File: config.mk
export PLATFORM = sky130hd
export DESIGN_NAME = uart_tx
export DESIGN_NICKNAME = d
export VERILOG_FILES = /design/src/rtl/uart_tx_pkg.sv /design/src/rtl/uart_tx_fifo.sv /design/src/rtl/uart_tx.sv
export SDC_FILE = /design/constraint.sdc
export NUM_CORES = 1
export LEC_CHECK = 0
export CAP_MARGIN = 10
export CORE_UTILIZATION = 48
export DETAILED_ROUTE_END_ITERATION = 16
export HOLD_SLACK_MARGIN = 0.02
export PLACE_DENSITY = 0.63
export SYNTH_ARGS = -nofsm -noshare
export SYNTH_HDL_FRONTEND = slang
export SYNTH_SLANG_ARGS = --single-unit
File: constraint.sdc
create_clock -name clk -period 2.9 [get_ports clk]
set_input_delay 0.29 -clock clk [delete_from_list [all_inputs] [get_ports clk]]
set_output_delay 0.29 -clock clk [all_outputs]
set_load 0.01 [all_outputs]
File: src/rtl/uart_tx_pkg.sv
// Shared definitions for the UART transmit path: FSM state encoding and default bit timing.
package uart_tx_pkg;

  localparam int unsigned DEFAULT_CLKS_PER_BIT = 868;

  typedef enum logic [1:0] {
    IDLE  = 2'd0,
    START = 2'd1,
    DATA  = 2'd2,
    STOP  = 2'd3
  } tx_state_e;

endpackage

File: src/rtl/uart_tx_fifo.sv
// Byte FIFO decoupling CPU stores from the transmit shift engine; dout is the combinational head.
module uart_tx_fifo #(
  parameter int unsigned DEPTH = 4
) (
  input  logic       clk,
  input  logic       rst,
  input  logic       push,
  input  logic [7:0] din,
  input  logic       pop,
  output logic [7:0] dout,
  output logic       full,
  output logic       empty
);

  localparam int unsigned AW = $clog2(DEPTH);
  localparam int unsigned CW = AW + 1;

  logic [7:0]    mem_q [DEPTH];
  logic [AW-1:0] wr_ptr_q, wr_ptr_d;
  logic [AW-1:0] rd_ptr_q, rd_ptr_d;
  logic [CW-1:0] count_q, count_d;
  logic          push_ok;
  logic          pop_ok;

  assign full  = (count_q == CW'(DEPTH));
  assign empty = (count_q == '0);
  assign dout  = mem_q[rd_ptr_q];

  // A push while full is dropped even if a pop frees a slot on the same edge.
  assign push_ok = push && !full;
  assign pop_ok  = pop && !empty;

  always_comb begin
    wr_ptr_d = wr_ptr_q;
    rd_ptr_d = rd_ptr_q;
    count_d  = count_q;
    if (push_ok) wr_ptr_d = wr_ptr_q + 1'b1;
    if (pop_ok)  rd_ptr_d = rd_ptr_q + 1'b1;
    case ({push_ok, pop_ok})
      2'b10:   count_d = count_q + 1'b1;
      2'b01:   count_d = count_q - 1'b1;
      default: count_d = count_q;
    endcase
  end

  always_ff @(posedge clk or posedge rst) begin
    if (rst) begin
      wr_ptr_q <= '0;
      rd_ptr_q <= '0;
      count_q  <= '0;
    end else begin
      wr_ptr_q <= wr_ptr_d;
      rd_ptr_q <= rd_ptr_d;
      count_q  <= count_d;
    end
  end

  always_ff @(posedge clk) begin
    if (push_ok) mem_q[wr_ptr_q] <= din;
  end

endmodule

File: src/rtl/uart_tx.sv
// 8N1 UART transmitter: FIFO-buffered bytes shifted out LSB first with a registered tx line.
module uart_tx
  import uart_tx_pkg::*;
#(
  parameter int unsigned CLKS_PER_BIT = DEFAULT_CLKS_PER_BIT,
  parameter int unsigned FIFO_DEPTH   = 4
) (
  input  logic       clk,
  input  logic       rst,
  input  logic [7:0] data_in,
  input  logic       wr_en,
  output logic       full,
  output logic       busy,
  output logic       tx_done,
  output logic       tx
);

  localparam int unsigned CNT_W = $clog2(CLKS_PER_BIT);

  tx_state_e  state_q, state_d;
  logic [CNT_W-1:0] clk_cnt_q, clk_cnt_d;
  logic [2:0] bit_cnt_q, bit_cnt_d;
  logic [7:0] shift_q, shift_d;
  logic       tx_q, tx_d;
  logic       fifo_pop;
  logic [7:0] fifo_dout;
  logic       fifo_empty;
  logic       bit_end;

  uart_tx_fifo #(
    .DEPTH(FIFO_DEPTH)
  ) u_fifo (
    .clk  (clk),
    .rst  (rst),
    .push (wr_en),
    .din  (data_in),
    .pop  (fifo_pop),
    .dout (fifo_dout),
    .full (full),
    .empty(fifo_empty)
  );

  assign bit_end = (clk_cnt_q == CNT_W'(CLKS_PER_BIT - 1));
  assign tx      = tx_q;
  assign busy    = (state_q != IDLE) || !fifo_empty;
  assign tx_done = (state_q == STOP) && bit_end;

  // tx_d carries the level of the bit being entered, so tx lines up with the state register.
  always_comb begin
    state_d   = state_q;
    clk_cnt_d = clk_cnt_q;
    bit_cnt_d = bit_cnt_q;
    shift_d   = shift_q;
    tx_d      = tx_q;
    fifo_pop  = 1'b0;
    case (state_q)
      IDLE: begin
        tx_d = 1'b1;
        if (!fifo_empty) begin
          shift_d   = fifo_dout;
          fifo_pop  = 1'b1;
          bit_cnt_d = '0;
          clk_cnt_d = '0;
          tx_d      = 1'b0;
          state_d   = START;
        end
      end
      START: begin
        if (bit_end) begin
          clk_cnt_d = '0;
          tx_d      = shift_q[0];
          state_d   = DATA;
        end else begin
          clk_cnt_d = clk_cnt_q + 1'b1;
        end
      end
      DATA: begin
        if (bit_end) begin
          clk_cnt_d = '0;
          shift_d   = {1'b0, shift_q[7:1]};
          bit_cnt_d = bit_cnt_q + 1'b1;
          if (bit_cnt_q == 3'd7) begin
            tx_d    = 1'b1;
            state_d = STOP;
          end else begin
            tx_d = shift_q[1];
          end
        end else begin
          clk_cnt_d = clk_cnt_q + 1'b1;
        end
      end
      STOP: begin
        if (bit_end) begin
          clk_cnt_d = '0;
          if (!fifo_empty) begin
            shift_d   = fifo_dout;
            fifo_pop  = 1'b1;
            bit_cnt_d = '0;
            tx_d      = 1'b0;
            state_d   = START;
          end else begin
            tx_d    = 1'b1;
            state_d = IDLE;
          end
        end else begin
          clk_cnt_d = clk_cnt_q + 1'b1;
        end
      end
      default: begin
        tx_d    = 1'b1;
        state_d = IDLE;
      end
    endcase
  end

  always_ff @(posedge clk or posedge rst) begin
    if (rst) begin
      state_q   <= IDLE;
      clk_cnt_q <= '0;
      bit_cnt_q <= '0;
      shift_q   <= '0;
      tx_q      <= 1'b1;
    end else begin
      state_q   <= state_d;
      clk_cnt_q <= clk_cnt_d;
      bit_cnt_q <= bit_cnt_d;
      shift_q   <= shift_d;
      tx_q      <= tx_d;
    end
  end

endmodule

Word-level counts from Yosys, hierarchy flattened
Memories as Yosys holds them, arrays and structs flattened.
Index checks and enable logic that the tools add are counted.
Storage, ports and cells
  bits in writable memories: 32
  output and inout bits: 4
  word-level logic and storage cells: 73
  bits in registers: 31
  memories: 1
  input bits: 11
Memories
  u_fifo.mem_q: words 4, bits a word 8, read ports 1, clocked after memory_dff 0, wr ports 1, RTL line uart_tx_fifo.sv:18  | logic [7:0] mem_q [DEPTH];
Cells by class
  reductions and logical operators: 15
  multiplexer cells: 30
  equality and inequality tests: 13
  add/sub/neg operators: 6
Operators by type and width (number)
  $mux 8: 3
  $pmux 8 s3: 1
  $mux 10: 2
  $pmux 10 s2: 1
  $add 10x1->10 const B: 1
  $eq 10x10->1 const B: 1
  $mux 1: 10
  $mux 2: 5
  $ne 2x2->1 const B: 5
  $mux 3: 3
  $pmux 3 s3: 1
  $pmux 2 s4: 1
  $add 3x1->3 const B: 2
  $eq 2x2->1 const B: 3
  $eq 3x3->1 const B: 2
  $pmux 3 s2: 1
  $reduce_and 3->1: 2
  $reduce_and 5->1: 1
  $add 2x1->2 const B: 2
  $eq 2x1->1 const B: 2
  $pmux 1 s4: 1
  $reduce_bool 2->1: 2
  $logic_and 1x1->1: 3
  $logic_not 3->1: 1
  other kinds (7): 8

Logic depth before layout (Yosys ltp)
  depth in word-level cells: 7
  mapped depth: 11
  depth with buffers taken out: 10

By module
A second synthesis with hierarchy kept.
Unflattened totals
  cell total of the unflattened synthesis: 218
  area total of the unflattened synthesis: 3051.7 µm²
Modules (own cells, without submodules)
  uart_tx_fifo: cells each 80, area each 1596.5 µm², times used 1
  uart_tx: cells each 138, area each 1455.1 µm², times used 1

Worst setup path after synthesis
Ideal clock, no wire load.
  path type: register to register
  start: register clk_cnt_q[0]
  end: register u_fifo.count_q[2]
  slack: 0.488 ns
  clock period less this slack: 2.412 ns
  library setup time: 0.079 ns
  required time: 2.821 ns
  cell stages (with the launch flop): 12
  arrival time: 2.333 ns
  cell sequence: dfrtp_1 ha_1 and4b_1 buf_4 and4_2 o21a_1 ha_1 inv_1 fa_1 xor2_1 nor2_1 xor2_1
Between the ends
  word-level cells in the longest chain between the ends: 6
  elaborated cells on any way between the ends: 8
Ends and longest elaborated chain
  start, declared: RTL line uart_tx.sv:21  | logic [CNT_W-1:0] clk_cnt_q, clk_cnt_d;
  start signal, assigned: RTL line uart_tx.sv:125  | clk_cnt_q <= clk_cnt_d;
  $eq 10x10->1 (*): RTL line uart_tx.sv:43  | assign bit_end = (clk_cnt_q == CNT_W'(CLKS_PER_BIT - 1));
  $mux 1 (*): RTL line uart_tx.sv:93  | if (bit_end) begin
  $pmux 1 s2 (*): RTL line uart_tx.sv:56  | case (state_q)
  $logic_and 1x1->1 (*): RTL line uart_tx_fifo.sv:31  | assign pop_ok = pop && !empty;
  net u_fifo.pop_ok: RTL line uart_tx_fifo.sv:23  | logic pop_ok;
  $eq 2x1->1 or $eq 2x2->1 (tied branches): RTL line uart_tx_fifo.sv:39  | case ({push_ok, pop_ok})
  $pmux 3 s2 or $reduce_bool 2->1 (tied branches)
  end signal, assigned: RTL line uart_tx_fifo.sv:54  | count_q <= count_d;
  end, declared: RTL line uart_tx_fifo.sv:21  | logic [CW-1:0] count_q, count_d;
The timed path passes the listed nets; every way through them passes the cells marked *.
A chain may end at the register's enable or synchronous reset.

Worst setup path after layout
Ends and elaborated chain as after synthesis.

==> summary.md <==
| Metric | Value |
|---|---|
| Gpl congestion | `0.8120` |
| Power Internal | `2.296 mW` |
| Worst path required time | `3.17 ns` |
| Aggregate routed wire length | `5.040 mm` |
| Finished layout cell area | `3407 µm²` |
| Status | `finished clean` |
| Max-slew violation count | `0` |
| Register area share after synthesis | `58.02%` |
| Final Hold Viols | `0` |
| CTS Hold Buffers Added | `0` |
| Worst path slowest cell | `fa_1` |
| Ys flop type | `edfxtp_1` |
| Wire length per cell | `15.85 µm` |
| Drt first pass iters | `4` |
| Cts bufs inserted | `9` |
| Post-synth top cells | `edfxtp_1, dfrtp_1, nand2_1, ha_1, inv_1` |
| Most frequent cell after synthesis | `edfxtp_1` |
| Max-cap violations | `0` |
| Setup violations, final | `0` |
| Post-layout nets | `264` |
| Post-synth top area share | `32.08%` |
| Fin util | `57.21%` |
| Vias/cell | `5.560` |
| Min Clock Period, post-route | `2.601 ns` |
| Die width | `81.00 µm` |
| Clock power frac | `23.7%` |
| Max Clk Rate | `384.5 MHz` |
| CP Capture Type | `register` |
| Diodes inserted | `0` |
| Final period util | `89.67%` |
| Cell taking the most area after synthesis | `edfxtp_1` |
| H-tree depth | `3` |
| Hold Crit Class | `input pin to asynchronous set/reset pin` |
| Setup Skew | `0.009612 ns` |
| CP Cell Sequence | `ha_1 -> and4b_1 -> and4_2 -> o21a_1 -> ha_1 -> inv_1 -> fa_1 -> xor2_1 -> nor2_1 -> xor2_1` |
| Cells after Synth | `219` |
| CTS Buffer Depth | `2` |
| Distinct cells, synth | `51` |
| Port Buf Inserts | `14` |
| Via count | `1768` |
| Starting Density | `50.29%` |
| Critical path type | `register to register` |
| DR DRC count | `0` |
| Row count | `28` |
| CTS tree | `done` |
| Post-Layout Cell Count | `318` |
| Chip Height | `81.00 µm` |
| Area growth syn-to-layout | `13.74%` |
| Crit-path max cell delay | `0.43 ns` |
| Critical path depth | `10` |
| Reg2Reg Setup Slack | `0.30 ns` |
| Worst-Skew Late Latency | `0.35 ns` |
| Cell Area, Placed | `3198 µm²` |
| Syn_nets | `244` |
| Switching power | `1.197 mW` |
| Grt ovf | `0` |
| Ys Warns | `0` |
| Sequential Power Share | `40.6%` |
| Crit path launch type | `register` |
| Overall Global Routing Usage | `18.30%` |
| Worst Max-Slew Pin Slew | `0.5584 ns` |
| Syn Area/Cell | `13.68 µm²` |
| Reg2Reg Depth | `10` |
| Resized Gates After CTS | `0` |
| Yosys reg bits | `63` |
| CTS root buf | `clkbuf_8` |
| Peak VDD IR | `513.3 µV` |
| Dpl hpwl | `3.461 mm` |
| Number of synthesized flops with an enable pin | `32` |
| Crit path buffers/inverters | `1` |
| Initial antenna violation count | `0` |
| Share of cells above drive strength 1 | `14.81%` |
| Placed cell count | `303` |
| Leak pwr | `1.399 nW` |
| Mapped cell area | `2995 µm²` |
| Core ar. | `5956 µm²` |
| RSZ-0062 raised after global routing | `false` |
| Die ar. | `6560 µm²` |
| PwrDens | `1025 nW/µm²` |
| Rel. slew slack | `62.78%` |
| Worst Path Arrival | `2.87 ns` |
| Post-CTS setup buffers | `0` |
| I/O pins | `15` |
| Critical-path maximum fanout | `6` |
| Number of global-route vias before repair | `1735` |
| Final ANT Viol Nets | `0` |
| Sw Share | `34.27%` |
| Combinational Power Share | `35.7%` |
| First-pass GRT wire length | `8.625 mm` |
| Largest cells by area after synthesis | `edfxtp_1, dfrtp_1, mux4_2` |
| FFs w/ async S/R, synth | `49.21%` |
| Clock-pin transition on the worst setup and hold timing paths | `0.07 ns` |
| Cell family with most CP delay | `adder cells` |
| Iter 0 DRT Violations | `91` |
| CTS sink count | `63` |
| Largest net degree at the start of global routing | `32` |
| Setup tns final | `0 ns` |
-- final cells by class --
| type | count | area (µm²) |
|---|---|---|
| clock buffer | 9 | 123.9 |
| clock inverter | 6 | 85.08 |
| fill | 523 | 2549 |
| inverter | 12 | 45.04 |
| multi-input combinational | 135 | 1151 |
| sequential | 63 | 1738 |
| tap | 75 | 93.84 |
| timing repair buffer | 18 | 170.2 |
-- layout by cell type, fill, tap and decap left out, drive strengths merged, types with 4 or more instances in the layout --
| cell | instances |
|---|---|
| inv | 12 |
| and3 | 7 |
| nand3 | 6 |
| nor2 | 7 |
| clkdlybuf4s50 | 14 |
| dfrtp | 30 |
| a31oi | 7 |
| ha | 13 |
| and2 | 7 |
| mux2i | 4 |
| xnor2 | 4 |
| a22oi | 7 |
| mux4 | 8 |
| clkinv | 4 |
| a22o | 4 |
| nand2 | 15 |
| edfxtp | 32 |
| buf | 4 |
| o2bb2ai | 4 |
| clkbuf | 9 |
| nor3 | 5 |
| o21ai | 5 |
-- cell families (layout without fill, tap and decap cells) --
logic type / count (synthesis) / count (layout) / share of synthesized area (%)
adder cells (fa/ha/maj): 14 / 14 / 6.099
AO/OA/AOI/OAI: 43 / 43 / 10.69
XOR/XNOR: 7 / 7 / 2.047
flip-flops: 63 / 63 / 58.02
AND/OR/NAND/NOR: 56 / 56 / 10.99
buffers and inverters: 21 / 45 / 3.550
multiplexers: 15 / 15 / 8.605
-- state kept, by name, summed over array words and instances (netlist names) --
name	flops
bit_cnt_q	3
clk_cnt_q	10
shift_q	8
state_q	2
tx	1
u_fifo.count_q	3
u_fifo.mem_q	32
u_fifo.rd_ptr_q	2
u_fifo.wr_ptr_q	2
-- metrics by stage --
stage	hold slack (ns)	setup slack (ns)	power, mW
floorplan	0.3889	0.4878	2.437
global placement	0.4749	0.3677	2.688
detailed placement	0.4795	0.3006	2.699
CTS	0.3333	0.2862	3.532
global route	0.3724	0.1149	3.745
finish	0.3229	0.2995	3.494
-- power by group through the flow --
stage	Clock, mW	Combinational (mW)	Sequential [mW]
after global placement	0	1.25	1.44
after detailed placement	0	1.26	1.44
final	0.828	1.25	1.42
after floorplan	0	1.09	1.35
after CTS	0.843	1.26	1.43
after global routing	0.877	1.41	1.46
-- worst register-to-register path: stages (launching register included) --
cell and delay [ns]:
dfrtp_1 0.39, ha_1 0.21, and4b_1 0.36, and4_2 0.30
o21a_1 0.18, ha_1 0.19, inv_1 0.07, fa_1 0.43
xor2_1 0.15, nor2_1 0.11, xor2_1 0.15
-- per-layer routing --
| metal | up-vias | share of wire, % | routed length, µm | track usage (%) |
|---|---|---|---|---|
| met5 | - | 0 | 0 | 0 |
| met4 | 0 | 2.6 | 131 | 10.18 |
| met3 | 10 | 2.2 | 111 | 4.719 |
| met2 | 19 | 45 | 2245 | 26.13 |
| met1 | 871 | 51 | 2551 | 25.35 |
| li1 | 868 | - | - | - |
-- worst paths after layout --
path | start | endpoint
max in group asynchronous | rst | tx
hold / removal | rst | u_fifo.wr_ptr_q[1]
hold reg to reg | shift_q[3] | shift_q[3]
setup / recovery | clk_cnt_q[0] | u_fifo.count_q[2]
setup reg to reg | clk_cnt_q[0] | u_fifo.count_q[2]
min in group clk | shift_q[3] | shift_q[3]
No activity file was read; power rests on OpenSTA's default activity.
